## config.mk

```make
export PLATFORM = sky130hd
export DESIGN_NAME = bank_arb_l2
export DESIGN_NICKNAME = d
export VERILOG_FILES = /design/src/rtl/bank_arb_l2.sv
export SDC_FILE = /design/constraint.sdc
export NUM_CORES = 1
export LEC_CHECK = 0
export CAP_MARGIN = 5
export CORE_AREA = 2 2 152 154
export DETAILED_ROUTE_END_ITERATION = 6
export DIE_AREA = 0 0 154 156
export PLACE_DENSITY = 0.58
export SYNTH_ARGS = -nofsm -noshare
export SYNTH_HDL_FRONTEND = slang
export SYNTH_SLANG_ARGS = --single-unit
```

## constraint.sdc

```tcl
create_clock -name clk -period 1.3 [get_ports clk]
set_input_delay 0.195 -clock clk [delete_from_list [all_inputs] [get_ports clk]]
set_output_delay 0.195 -clock clk [all_outputs]
set_load 0.02 [all_outputs]
```

## src/rtl/bank_arb_l2.sv

```systemverilog
// Purpose: round-robin arbiter sharing one L2 bank among N_MASTER requesters.
// Latency: grant is combinational; response returns RD_LATENCY cycles after acceptance.
// Backpressure: mem_gnt_i=0 stalls the winner; masters hold requests until granted.
module bank_arb_l2 #(
    parameter int N_MASTER   = 2,
    parameter int DATA_WIDTH = 64,
    parameter int ADDR_WIDTH = 12,
    parameter int RD_LATENCY = 1
) (
    input  logic                                  clk,
    input  logic                                  rst,
    input  logic [N_MASTER-1:0]                   data_req_i,
    input  logic [N_MASTER*ADDR_WIDTH-1:0]        data_add_i,
    input  logic [N_MASTER-1:0]                   data_wen_i,
    input  logic [N_MASTER*DATA_WIDTH-1:0]        data_wdata_i,
    input  logic [N_MASTER*(DATA_WIDTH/8)-1:0]    data_be_i,
    output logic [N_MASTER-1:0]                   data_gnt_o,
    output logic [N_MASTER-1:0]                   data_r_valid_o,
    output logic [DATA_WIDTH-1:0]                 data_r_rdata_o,
    output logic                                  mem_req_o,
    output logic [ADDR_WIDTH-1:0]                 mem_add_o,
    output logic                                  mem_wen_o,
    output logic [DATA_WIDTH-1:0]                 mem_wdata_o,
    output logic [(DATA_WIDTH/8)-1:0]             mem_be_o,
    input  logic                                  mem_gnt_i,
    input  logic [DATA_WIDTH-1:0]                 mem_rdata_i
);

    localparam int BE_WIDTH = DATA_WIDTH / 8;
    localparam int IDW      = (N_MASTER > 1) ? $clog2(N_MASTER) : 1;

    logic [IDW-1:0] rr_ptr;
    logic [IDW-1:0] win;
    logic           any_req;
    logic           accept;

    logic           pipe_vld [RD_LATENCY];
    logic [IDW-1:0] pipe_id  [RD_LATENCY];
    logic           resp_vld;

    // Pick the first requester at or above rr_ptr, wrapping past the top index.
    always_comb begin
        logic found;
        found = 1'b0;
        win   = '0;
        for (int i = 0; i < N_MASTER; i++) begin
            int idx;
            idx = int'(rr_ptr) + i;
            if (idx >= N_MASTER) idx = idx - N_MASTER;
            if (!found && data_req_i[idx]) begin
                found = 1'b1;
                win   = IDW'(idx);
            end
        end
    end

    // Reset masks the request so nothing is granted or accepted while held in reset.
    assign any_req   = (|data_req_i) && !rst;
    assign mem_req_o = any_req;
    assign accept    = any_req && mem_gnt_i;

    // Route the winner's fields to the bank and return the bank's grant to the winner only.
    always_comb begin
        mem_add_o   = '0;
        mem_wen_o   = 1'b0;
        mem_wdata_o = '0;
        mem_be_o    = '0;
        data_gnt_o  = '0;
        if (any_req) begin
            mem_add_o       = data_add_i[win*ADDR_WIDTH +: ADDR_WIDTH];
            mem_wen_o       = data_wen_i[win];
            mem_wdata_o     = data_wdata_i[win*DATA_WIDTH +: DATA_WIDTH];
            mem_be_o        = data_be_i[win*BE_WIDTH +: BE_WIDTH];
            data_gnt_o[win] = mem_gnt_i;
        end
    end

    // Pointer moves just past the accepted master; a stalled or idle cycle leaves it alone.
    always_ff @(posedge clk) begin
        if (rst) begin
            rr_ptr <= '0;
        end else if (accept) begin
            rr_ptr <= (win == IDW'(N_MASTER - 1)) ? '0 : win + IDW'(1);
        end
    end

    // Fixed-latency response tracker: every stage shifts every cycle, so order is preserved.
    always_ff @(posedge clk) begin
        if (rst) begin
            for (int k = 0; k < RD_LATENCY; k++) begin
                pipe_vld[k] <= 1'b0;
                pipe_id[k]  <= '0;
            end
        end else begin
            pipe_vld[0] <= accept;
            pipe_id[0]  <= win;
            for (int k = 1; k < RD_LATENCY; k++) begin
                pipe_vld[k] <= pipe_vld[k-1];
                pipe_id[k]  <= pipe_id[k-1];
            end
        end
    end

    assign resp_vld = pipe_vld[RD_LATENCY-1] && !rst;

    // Steer the due response to its owner; read data is broadcast only while a response is due.
    always_comb begin
        data_r_valid_o = '0;
        data_r_rdata_o = '0;
        if (resp_vld) begin
            data_r_valid_o[pipe_id[RD_LATENCY-1]] = 1'b1;
            data_r_rdata_o                        = mem_rdata_i;
        end
    end

endmodule

```

==> reports/metrics.yaml <==
synth-simple-area-share_pct: 52.9
p_int_mw: 2.39
hold_slack_ns: 0.362
die_area_sq_um: 24000
ys_types: 17
fin_area_sq_um: 9420
hp-class: "input port to flop"
worst_setup_path_start_kind: "flop"
crit_family: "buffers and inverters"
area_growth_syn_to_layout_pct: 228
pwr-share-clk_pct: 12.7
p_comb_share_pct: 84.6
dp_hpwl_um: 14000
initial_core_util_pct: 12.9
slew_violations: 0
n_antenna_cell: 0
r2r_setup_slack_ns: 0.12
power.density_nw_per_um2: 409
rsz0062_at_grt: "true"
place.gp.congestion: 0.830
setup_violations: 153
gr-total-overflow: 0
cp_max_fo: 7
clkLatencyLatePin_ns: 0.22
ant_nets: 0
fin_cells: 1099
wl_per_cell_um: 18.5
power_mw: 3.85
fin_util_pct: 42.1
mostFrequentLayoutCell: "clkdlybuf4s50_1"
grt_antenna_before_repair: 0
syn_area_per_cell_sq_um: 7.33
maxCapViolations: 0
syn_nets: 631
drt_iter0_markers: 207
layout_common_cells: "clkdlybuf4s50_1 (235), nand2b_1 (171), buf_6 (133), and2_4 (65), buf_4 (54)"
synthMuxAreaShare_pct: 0
fmax_ghz: 0.593
cp_data_required_time_ns: 1.11
grt_pass1_vias: 4822
drive_above_1_share_pct: 48.6
endpoint_kind: "primary output"
root_buffer: "clkbuf_16"
cts_num_sinks: 3
skew_ns: 0.000497
yosys_warnings: 0
drtPass1Iterations: 4
cpMaxStageDelayCell: "dfxtp_4"
cts_buffer_depth: 2
layout.nets: 1054
fin_setup_tns_ns: -41.85
irDropWorstVdd_uv: 414
io_pins: 393
routed_via_density: 4.18
rows: 55
synthesis.instances: 392
fp.dieW_um: 154
dp_cells: 1052
power.switching_mw: 1.46
setup_ws_ns: -0.387
ys_ff_latch: 3
grt_pass1_wl_um: 28600
cp_data_arrival_time_ns: 1.49
power.leakage_nw: 3.53
path_class: "flop to primary output"
violations: "negative setup slack"
cts_tree: "built"
core_region_area_sq_um: 22400
swShare_pct: 37.9
min_period_over_period_pct: 130
port-buffer-count: 392
cp_cell_sequence: "a21bo_4, buf_12, clkbuf_16, o32ai_2, buf_4"
htreeDepth: 1
tightest_slew_ns: 0.302
grt_max_degree: 78
max_stage_delay_ns: 0.35
grt_usage_pct: 15.3
drc: 0
die_y_um: 156
clk_pin_slew_worst_paths_ns: 0.03
n_fill_cell: 2172
pwr-share-seq_pct: 2.7
period_needed_ns: 1.69
vias: 4594
synthAdderAreaFrac_pct: 0
synth.cell_area_sq_um: 2870
path_buf_inv: 3
pre_cts_ws_ns: -1.05
relSlewSlack_pct: 79.8
hold_violations: 0
seq_area_frac_synth_pct: 2.09
status: "finished with violations"
synth_top_family_by_area: "simple AND/OR/NAND/NOR gates"
cts_buffers: 3
synth-compound-area-share_pct: 34.0
synth-xor-area-share_pct: 0
placed_area_sq_um: 7700
routed_wl_um: 20300
## routing by layer
metal	track usage (%)	vias up	wire [um]
li1	-	2247	-
met1	19.5	2142	8400
met2	27.0	187	10500
met3	2.81	18	1150
met4	2.71	0	299
met5	0	-	0
## final timing paths
check | cells after the start | to | start
worst max-delay path | 5 | mem_wdata_o[14] | rr_ptr$_SDFFE_PP0P_
worst min-delay path | 2 | rr_ptr$_SDFFE_PP0P_ | rst
worst max register to register | 5 | pipe_id[0]$_SDFF_PP0_ | rr_ptr$_SDFFE_PP0P_
worst min register to register | 2 | rr_ptr$_SDFFE_PP0P_ | rr_ptr$_SDFFE_PP0P_
## cell families after synthesis
| group | count (synthesis) |
|---|---|
| simple gates | 245 |
| compound gates | 88 |
| buf+inv | 56 |
| flops | 3 |
## sequential cells by signal, summed over array words and instances, names as in the netlist
register,count
pipe_id,1
pipe_vld,1
rr_ptr,1
## cells in the mapped netlist (all sizes together)
cell    number  area share (%)
nand2b     171              37
a311oi       1            0.30
buf         26             6.8
inv          1            0.13
clkbuf      29             4.0
a21oi        1            0.17
o32ai       85              33
dfxtp        3             2.1
and2        65              14
a21bo        1            0.35
nor3         2            0.35
nor2         4            0.52
nor2b        3            0.65
## repair_timing
item / in CTS / in global routing
setup endpoints to repair: 154 / 154
resized for setup: 996 / 116
cloned: 13 / 4
setup buffers: 21 / 11
hold buffers: 0 / 0
pin swaps: 18 / 60
## power by group through the flow
stage | registers [mW] | clock network (mW) | logic [mW]
3_5_place_dp | 0.104 | 0 | 2.60
6_report | 0.104 | 0.489 | 3.25
5_1_grt | 0.104 | 0.510 | 3.43
3_3_place_gp | 0.104 | 0 | 2.60
4_1_cts | 0.103 | 0.498 | 3.00
2_1_floorplan | 0.102 | 0 | 1.17
## final cells by class
class	count	area, sq um	area share, %
Clock buffer	4	78.8	0.837
Inverter	1	6.26	0.0664
Multi-Input combinational cell	333	3650	38.8
Sequential cell	3	65.1	0.691
Tap cell	285	357	3.79
Timing Repair Buffer	473	5250	55.8
(Power assumes the default switching activity.)
